`config.mk`:
```
export PLATFORM = sky130hd
export DESIGN_NAME = mvm_uart_host
export DESIGN_NICKNAME = d
export VERILOG_FILES = /design/src/rtl/mvm_uart_pkg.sv /design/src/rtl/mvm_uart_host_uart_byte_sampler.sv /design/src/rtl/mvm_uart_host.sv
export SDC_FILE = /design/constraint.sdc
export NUM_CORES = 2
export LEC_CHECK = 0
export BUFFER_PORTS_ARGS = -buffer_cell sky130_fd_sc_hd__clkbuf_2
export CELL_PAD_IN_SITES_DETAIL_PLACEMENT = 1
export CELL_PAD_IN_SITES_GLOBAL_PLACEMENT = 1
export CORE_MARGIN = 2
export CORE_UTILIZATION = 30
export DETAILED_ROUTE_END_ITERATION = 10
export PLACE_DENSITY_LB_ADDON = 0.3
export SYNTH_ARGS = -nofsm -noshare
export SYNTH_HDL_FRONTEND = slang
export SYNTH_SLANG_ARGS = --single-unit
```
`constraint.sdc`:
```
create_clock -name clk -period 32.7 [get_ports clk]
set_input_delay 6.54 -clock clk [delete_from_list [all_inputs] [get_ports clk]]
set_output_delay 6.54 -clock clk [all_outputs]
set_load 0.1 [all_outputs]
```
`src/rtl/mvm_uart_pkg.sv`:
```
// Shared MVM UART system constants: matrix geometry, bus widths and byte-count helper.
package mvm_uart_pkg;
  localparam int R   = 8;
  localparam int C   = 8;
  localparam int W_X = 8;
  localparam int W_K = 8;

  localparam int W_BUS_KX = R * C * W_K + C * W_X;
  localparam int W_BUS_Y  = R * (W_X + W_K + $clog2(C));

  function automatic int ceil_div(input int num, input int den);
    return (num + den - 1) / den;
  endfunction
endpackage

```
`src/rtl/mvm_uart_host_uart_byte_sampler.sv`:
```
// UART receive sampler: 2-FF synchronizer, start validation at half-bit, mid-bit data and stop sampling.
module uart_byte_sampler
  import mvm_uart_pkg::*;
#(
  parameter int CLOCKS_PER_PULSE = 200_000_000 / 9600,
  parameter int BITS_PER_WORD    = 8
) (
  input  logic                     clk,
  input  logic                     rstn,
  input  logic                     rx,
  output logic                     byte_valid,
  output logic [BITS_PER_WORD-1:0] byte_data,
  output logic                     frame_err
);
  localparam int CW = (CLOCKS_PER_PULSE > 1) ? $clog2(CLOCKS_PER_PULSE) : 1;
  localparam int BW = (BITS_PER_WORD > 1) ? $clog2(BITS_PER_WORD) : 1;
  localparam logic [CW-1:0] CNT_LAST = CW'(CLOCKS_PER_PULSE - 1);
  localparam logic [CW-1:0] CNT_HALF = CW'(CLOCKS_PER_PULSE / 2 - 1);
  localparam logic [BW-1:0] BIT_LAST = BW'(BITS_PER_WORD - 1);

  localparam logic [1:0] S_IDLE  = 2'd0;
  localparam logic [1:0] S_START = 2'd1;
  localparam logic [1:0] S_DATA  = 2'd2;
  localparam logic [1:0] S_STOP  = 2'd3;

  logic          rx_p0, rx_p1, rx_p2;
  logic [1:0]    state;
  logic [CW-1:0] cnt;
  logic [BW-1:0] bit_idx;

  always_ff @(posedge clk or negedge rstn) begin
    if (!rstn) begin
      {rx_p0, rx_p1, rx_p2} <= 3'b111;
      state      <= S_IDLE;
      cnt        <= '0;
      bit_idx    <= '0;
      byte_valid <= 1'b0;
      frame_err  <= 1'b0;
    end else begin
      rx_p0      <= rx;
      rx_p1      <= rx_p0;
      rx_p2      <= rx_p1;
      byte_valid <= 1'b0;
      frame_err  <= 1'b0;
      case (state)
        S_IDLE: begin
          if (rx_p2 && !rx_p1) begin
            state <= S_START;
            cnt   <= '0;
          end
        end
        S_START: begin
          // A line that is high again at half-bit was a glitch, not a start bit.
          if (cnt == CNT_HALF) begin
            cnt     <= '0;
            bit_idx <= '0;
            state   <= rx_p1 ? S_IDLE : S_DATA;
          end else begin
            cnt <= cnt + 1'b1;
          end
        end
        S_DATA: begin
          if (cnt == CNT_LAST) begin
            cnt <= '0;
            if (bit_idx == BIT_LAST) state <= S_STOP;
            else bit_idx <= bit_idx + 1'b1;
          end else begin
            cnt <= cnt + 1'b1;
          end
        end
        default: begin
          if (cnt == CNT_LAST) begin
            cnt   <= '0;
            state <= S_IDLE;
            if (rx_p1) byte_valid <= 1'b1;
            else       frame_err  <= 1'b1;
          end else begin
            cnt <= cnt + 1'b1;
          end
        end
      endcase
    end
  end

  always_ff @(posedge clk) begin
    if (state == S_DATA && cnt == CNT_LAST)
      byte_data <= {rx_p1, byte_data[BITS_PER_WORD-1:1]};
  end
endmodule

```
`src/rtl/mvm_uart_host.sv`:
```
// Host side of the MVM UART link: serializes one wide K/X word onto tx, reassembles Y words from rx.
module mvm_uart_host
  import mvm_uart_pkg::*;
#(
  parameter int CLOCKS_PER_PULSE = 200_000_000 / 9600,
  parameter int BITS_PER_WORD    = 8,
  parameter int TX_STOP_BITS     = 1,
  parameter int W_TX             = W_BUS_KX,
  parameter int W_RX             = W_BUS_Y
) (
  input  logic            clk,
  input  logic            rstn,
  input  logic            s_valid,
  output logic            s_ready,
  input  logic [W_TX-1:0] s_data,
  output logic            tx,
  input  logic            rx,
  output logic            m_valid,
  input  logic            m_ready,
  output logic [W_RX-1:0] m_data,
  output logic            frame_err,
  output logic            overrun
);
  localparam int N_TX = ceil_div(W_TX, BITS_PER_WORD);
  localparam int N_RX = ceil_div(W_RX, BITS_PER_WORD);
  localparam int SHW  = N_TX * BITS_PER_WORD;
  localparam int ASW  = (N_RX - 1) * BITS_PER_WORD;
  localparam int CW   = (CLOCKS_PER_PULSE > 1) ? $clog2(CLOCKS_PER_PULSE) : 1;
  localparam int BW   = (BITS_PER_WORD > 1) ? $clog2(BITS_PER_WORD) : 1;
  localparam int SW   = (TX_STOP_BITS > 1) ? $clog2(TX_STOP_BITS) : 1;
  localparam int TBW  = (N_TX > 1) ? $clog2(N_TX) : 1;
  localparam int RBW  = (N_RX > 1) ? $clog2(N_RX) : 1;

  localparam logic [CW-1:0]  CNT_LAST     = CW'(CLOCKS_PER_PULSE - 1);
  localparam logic [BW-1:0]  BIT_LAST     = BW'(BITS_PER_WORD - 1);
  localparam logic [SW-1:0]  STOP_LAST    = SW'(TX_STOP_BITS - 1);
  localparam logic [TBW-1:0] TX_BYTE_LAST = TBW'(N_TX - 1);
  localparam logic [RBW-1:0] RX_BYTE_LAST = RBW'(N_RX - 1);

  localparam logic [1:0] S_IDLE  = 2'd0;
  localparam logic [1:0] S_START = 2'd1;
  localparam logic [1:0] S_DATA  = 2'd2;
  localparam logic [1:0] S_STOP  = 2'd3;

  logic [1:0]     tx_state;
  logic [CW-1:0]  tx_cnt;
  logic [BW-1:0]  tx_bit;
  logic [SW-1:0]  tx_stop;
  logic [TBW-1:0] tx_byte;
  logic [SHW-1:0] tx_sh;

  assign s_ready = (tx_state == S_IDLE);

  // tx is registered and updated on the same edges as the FSM so the line never glitches.
  always_ff @(posedge clk or negedge rstn) begin
    if (!rstn) begin
      tx_state <= S_IDLE;
      tx_cnt   <= '0;
      tx_bit   <= '0;
      tx_stop  <= '0;
      tx_byte  <= '0;
      tx       <= 1'b1;
    end else begin
      case (tx_state)
        S_IDLE: begin
          if (s_valid) begin
            tx_state <= S_START;
            tx_cnt   <= '0;
            tx_byte  <= '0;
            tx       <= 1'b0;
          end
        end
        S_START: begin
          if (tx_cnt == CNT_LAST) begin
            tx_cnt   <= '0;
            tx_bit   <= '0;
            tx_state <= S_DATA;
            tx       <= tx_sh[0];
          end else begin
            tx_cnt <= tx_cnt + 1'b1;
          end
        end
        S_DATA: begin
          if (tx_cnt == CNT_LAST) begin
            tx_cnt <= '0;
            if (tx_bit == BIT_LAST) begin
              tx_state <= S_STOP;
              tx_stop  <= '0;
              tx       <= 1'b1;
            end else begin
              tx_bit <= tx_bit + 1'b1;
              tx     <= tx_sh[1];
            end
          end else begin
            tx_cnt <= tx_cnt + 1'b1;
          end
        end
        default: begin
          if (tx_cnt == CNT_LAST) begin
            tx_cnt <= '0;
            if (tx_stop == STOP_LAST) begin
              if (tx_byte == TX_BYTE_LAST) begin
                tx_state <= S_IDLE;
              end else begin
                tx_byte  <= tx_byte + 1'b1;
                tx_state <= S_START;
                tx       <= 1'b0;
              end
            end else begin
              tx_stop <= tx_stop + 1'b1;
            end
          end else begin
            tx_cnt <= tx_cnt + 1'b1;
          end
        end
      endcase
    end
  end

  always_ff @(posedge clk) begin
    if (tx_state == S_IDLE && s_valid)
      tx_sh <= SHW'(s_data);
    else if (tx_state == S_DATA && tx_cnt == CNT_LAST)
      tx_sh <= tx_sh >> 1;
  end

  logic                     byte_valid;
  logic [BITS_PER_WORD-1:0] byte_data;
  logic [RBW-1:0]           byte_cnt;
  logic [ASW-1:0]           asm_q;

  uart_byte_sampler #(
    .CLOCKS_PER_PULSE(CLOCKS_PER_PULSE),
    .BITS_PER_WORD   (BITS_PER_WORD)
  ) u_sampler (
    .clk       (clk),
    .rstn      (rstn),
    .rx        (rx),
    .byte_valid(byte_valid),
    .byte_data (byte_data),
    .frame_err (frame_err)
  );

  // The final byte bypasses asm_q and is merged directly into m_data.
  always_ff @(posedge clk) begin
    if (byte_valid && byte_cnt != RX_BYTE_LAST)
      asm_q[int'(byte_cnt) * BITS_PER_WORD +: BITS_PER_WORD] <= byte_data;
  end

  always_ff @(posedge clk or negedge rstn) begin
    if (!rstn) begin
      byte_cnt <= '0;
      m_valid  <= 1'b0;
      m_data   <= '0;
      overrun  <= 1'b0;
    end else begin
      overrun <= 1'b0;
      if (m_valid && m_ready) m_valid <= 1'b0;
      if (byte_valid) begin
        if (byte_cnt == RX_BYTE_LAST) begin
          byte_cnt <= '0;
          if (!m_valid || m_ready) begin
            m_data  <= W_RX'({byte_data, asm_q});
            m_valid <= 1'b1;
          end else begin
            overrun <= 1'b1;
          end
        end else begin
          byte_cnt <= byte_cnt + 1'b1;
        end
      end
    end
  end
endmodule

```
=== Yosys cells after proc, flatten, opt, wreduce, memory -nomap -nowiden ===
Index checks and enable logic that the tools add are counted.

* Bits in registers: 941
* Bits of input ports: 581
* Output and inout port bits: 157
* Logic and storage cells: 151

* Add/sub/neg operators: 8
* Equality and inequality tests: 26
* Shifts and indexed selects: 2
* Mux-type cells: 65
* Bitwise operators: 2
* Reductions and logical operators: 27

{| class="wikitable"
|+ Operators with widths
! operator !! number
|-
| two-way mux 576 bit || 2
|-
| bitwise mux 144 bit || 1
|-
| variable shift 8 x 33 -> 144 bit, first input constant || 1
|-
| indexed part select 8 x 33 -> 144 bit || 1
|-
| two-way mux 15 bit || 6
|-
| negation 8 -> 33 bit || 1
|-
| adder 15 x 1 -> 15 bit, second input constant || 2
|-
| == test 15 bit, second input constant || 2
|-
| case mux 15 bit (2 select lines) || 1
|-
| two-way mux 7 bit || 4
|-
| two-way mux 1 bit || 25
|-
| two-way mux 2 bit || 12
|-
| two-way mux 3 bit || 6
|-
| inequality test 2 bit, second input constant || 8
|-
| == test 15 x 14 -> 1 bit, second input constant || 1
|-
| case mux 7 bit (2 select lines) || 1
|-
| case mux 2 bit (3 select lines) || 2
|-
| case mux 3 bit (2 select lines) || 2
|-
| AND reduction 6 bit || 2
|-
| AND reduction 5 bit || 2
|-
| inequality test 2 x 1 -> 1 bit, second input constant || 4
|-
| inequality test 4 x 2 -> 1 bit, second input constant || 2
|-
| AND reduction 4 bit || 2
|-
| nonzero test 2 bit || 4
|-
| 22 further kinds || 36
|}

=== Logic depth before layout (Yosys ltp) ===
* Depth in word-level cells: 5
* Depth in mapped cells: 12
* Mapped depth without buffers: 8

=== Modules after synthesis ===
From an unflattened synthesis, not the netlist that was laid out.

* Cells, all modules: 2306
* Area total of the unflattened synthesis: 38752.2 µm²

{| class="wikitable"
|+ Modules (own cells, without submodules)
! module !! times used !! cells each !! area an instance (µm²) !! seq. area each (µm²)
|-
| mvm_uart_host || 1 || 2154 || 37078.1 || 26301.5
|-
| uart_byte_sampler || 1 || 152 || 1674.1 || 869.6
|}

=== Worst setup path after synthesis ===
No wires, ideal clock.

* Path kind: input-to-reg
* Start point: input port s_valid
* End point: register tx_sh[0] (enable)
* Setup time: 4.042 ns
* Arrival: 16.909 ns
* Data required time: 28.658 ns
* Path slack: 11.749 ns
* Cell stages on the path: 5
* Buffers on the path: 3
* Path through: nand2_1 > clkbuf_1 > buf_1 > buf_1 > nand2_1

* Word-level cells in the longest chain between the ends: 2

{| class="wikitable"
|+ Ends and longest elaborated chain
! what !! RTL line !! RTL
|-
| from (decl) || mvm_uart_host.sv:13 || <nowiki>input logic s_valid,</nowiki>
|-
| logical AND 1 bit || mvm_uart_host.sv:121 || <nowiki>if (tx_state == S_IDLE && s_valid)</nowiki>
|-
| nonzero test 2 bit (no line) || -- ||
|-
| to (signal assigned) || mvm_uart_host.sv:122 || <nowiki>tx_sh <= SHW'(s_data);</nowiki>
|-
| to (signal assigned) || mvm_uart_host.sv:124 || <nowiki>tx_sh <= tx_sh >> 1;</nowiki>
|-
| to (decl) || mvm_uart_host.sv:50 || <nowiki>logic [SHW-1:0] tx_sh;</nowiki>
|}

No other way between the ends.
A chain may end at the register's enable or synchronous reset.

=== Final worst setup path ===
* Start point: input port s_valid
* End point: register tx_sh[87] (enable)

Same word-level chain as after synthesis.

==> impl_results.md <==
* Primary FF master, synth: edfxtp_1
* Total power at 0.003334 W
* Post_cts resized at 0
* Clock sink total at 940
* Largest net degree at the start of global routing at 180
* Root Buffer: clkbuf_16
* Beginning of the critical path: s_valid
* DRT iter0 DRCs at 1483
* Synthesis Warnings at 0
* LEAKAGE at 18.39 nW
* Share of cells above drive strength 1 at 0.5198
* Die X-Extent at 363.5 um
* Fin. Hold Viols at 0
* Max Transition Viols Final at 0
* Die area at 132100 um^2
* Global placer's final weighted congestion at 0.8107
* Row cnt at 131
* First-pass GRT wire length at 157100 um
* Avg Cell Area, Syn at 16.69 um^2
* PortBufs at 737
* Max-cap check violation count at 0
* Status: completed
* Worst vdd ir at 0.00004384 V
* Commonest non-fill, non-tap cell in the layout: clkbuf_2
* R2r endpoint: tx_sh[87]
* Sequential fraction of the synthesis area at 0.7009
* Post-Route WL at 108000 um
* Post-Route Setup TNS at 0 ns
* Initial Util at 0.3032
* Synth cell types at 59
* Worst R2R Setup Slack at 27.02 ns
* Critical Path RT at 33.01 ns
* Critical Path Sink: tx_sh[87]
* Tcrit/Tclk final at 0.3135
* Fmax at 97.54 MHz
* Vias in the first global route at 24098
* Filler cells at 13190
* Worst Hold Class: register to register
* Final Cell Area at 47760 um^2
* Mapped cell area at 38760 um^2
* Slowest library cell on the worst path: nand2_4
* Nets@finish at 3671
* Worst-Skew Late Latency at 0.73 ns
* Synth Net Count at 2921
* Critical Path, Cell by Cell: clkbuf_2 > nand2_4 > nand2_4 > buf_4 > buf_4 > buf_12
* EDFF count, synth at 728
* CTS tree: done
* Total Routing Usage GR at 0.1603
* Max incr delay on CP at 1.07 ns
* Worst Tran Pin Value at 1.173 ns
* Relative slew slack at 0.2164
* Placement Setup Slack at 21.60 ns
* Placed cells at 4628
* Worst Reg-to-Reg Cells at 7
* Number of synthesized register bits at 940
* Vias/cell at 4.684
* Die height at 363.5 um
* Residual DRC count at 0
* Via count at 22695
* Multi-input gate area at 11130 um^2
* Post-CTS setup buffers at 0
* Crit start category: primary input
* Post-CTS Hold Buffers at 0
* Minimum clock period at 10.25 ns
* Clock Skews at 0.03290 ns
* DP Area at 44340 um^2
* Hold Crit Depth at 0
* Final setup margin at 22.45 ns
* Kind of critical path: primary input to register
* Worst-path fanout max at 162
* Pre-antenna DRT Iters at 8
* Reg clk slew, reported paths at 0.06 ns
* Hold path startpoint: u_sampler.rx_p0
* Pwr dens at 69.80 nW/um^2
* Final Setup Violations at 0
* Clock Tree Buf Depth at 3
* Critical Path AT at 10.56 ns
* Unrepaired setup endpoints after global routing: no
* Post-Synthesis Cells at 2323
* Post-DR wirelength/cell at 22.29 um
* ANT nets after route at 0
* Layout area overhead at 23.22%
* Critical path endpoint category: register
* Finished Layout Cells at 4845
* Register Area at 27170 um^2
* Share of flip-flops with an asynchronous set or reset at 0.2255
* Worst reg2reg startpoint: tx_state[0]
* Detailed placement HPWL at 77490 um
* Commonest cells after routing, fill and taps aside: clkbuf_2, mux2_2, edfxtp_1
* H-tree level count at 3
* Initial antenna violation count at 61
* Core area at 127800 um^2
* CTS Buf Count at 105
* Total gr overflow at 0
* IO Pins at 738
==> worst min path at each step <==
stage,to,slack (ns)
finish,u_sampler.rx_p1,0.35
global route,u_sampler.rx_p1,0.36
CTS,u_sampler.rx_p1,0.36
floorplan,u_sampler.rx_p1,0.35
global placement,u_sampler.rx_p1,0.35
detailed placement,u_sampler.rx_p1,0.35
==> report_power, final <==
part	internal (W)	switching (W)	leakage (nW)	total (W)
Sequential	0.00155	0.0000570	9.30	0.00161
Combinational	0.000276	0.000278	7.45	0.000554
Clock	0.000666	0.000503	1.63	0.00117
Total	0.00250	0.000837	18.4	0.00333
==> worst max-delay path: cells and delay by family <==
family	cells	cell delay, ns
buf+inv	4	2.08
simple gates	2	1.48
==> cell families after synthesis <==
group                    synth area share
AND/OR/NAND/NOR                   0.05171
AO/OA/AOI/OAI                     0.01385
flip-flops                         0.7009
multiplexers                       0.2120
buffers and inverters             0.01285
XOR/XNOR                         0.003163
adder cells (fa/ha/maj)          0.005487
==> metal layers <==
metal	global-route usage	part of all wire	routed length [um]	vias up
met5	0	0.0042	453	-
met4	0.04231	0.023	2508	74
met3	0.06616	0.086	9259	224
met2	0.2706	0.49	53300	634
met1	0.1878	0.39	42460	11477
li1	-	-	-	10286
==> stage by stage <==
step,hold WS (ns),utilization
final,0.3539,0.3736
after global routing,0.3634,0.3734
after CTS,0.3566,0.3732
after detailed placement,0.3468,0.3468
after global placement,0.3490,0.3468
after floorplan,0.3452,-
==> synth_stat cells (3+ instances only) <==
cell      instances  area, um^2
nor4bb_1          3       30.03
xor2_1            9       78.83
nand2b_1          9       56.30
and3_1            7       43.79
nor4_1            5       31.28
a21oi_1          12       60.06
buf_2            11       55.05
nor4b_1           6       52.55
clkbuf_1         90       337.8
nor3_1           24       120.1
or3_1             6       37.54
a22o_1            4       35.03
and2_1           45       281.5
nand2_1          80       300.3
ha_1             17       212.7
dfstp_2           4       105.1
or2_2             3       18.77
xnor2_1           5       43.79
o21ai_0          44       220.2
nor2_1          152       570.6
o31ai_1           6       45.04
a21o_1            3       22.52
nor2b_1           7       43.79
or4_1             3       22.52
mux2_2          729        8209
inv_1            16       60.06
buf_1             9       33.78
dfrtp_1         208        5205
nand4_1          12       75.07
nor3b_1           3       22.52
edfxtp_1        728       21860
nand3_1          29       145.1
==> area by class of cell <==
type / instances / area share
Sequential cell: 940 / 0.5689
Antenna cell: 20 / 0.001048
Multi-Input combinational cell: 1256 / 0.2330
Tap cell: 1662 / 0.04354
Inverter: 16 / 0.001257
Timing Repair Buffer: 754 / 0.08168
Clock inverter: 50 / 0.01022
Clock buffer: 147 / 0.06043
==> state kept, by name, summed over array words and instances, names as in the netlist, 2 cells and up <==
name,count
tx_sh,576
m_data,152
asm_q,144
tx_cnt,15
u_sampler.cnt,15
u_sampler.byte_data,8
tx_byte,7
byte_cnt,5
tx_bit,3
u_sampler.bit_idx,3
tx_state,2
u_sampler.state,2
No activity file was read; power rests on OpenSTA's default activity.
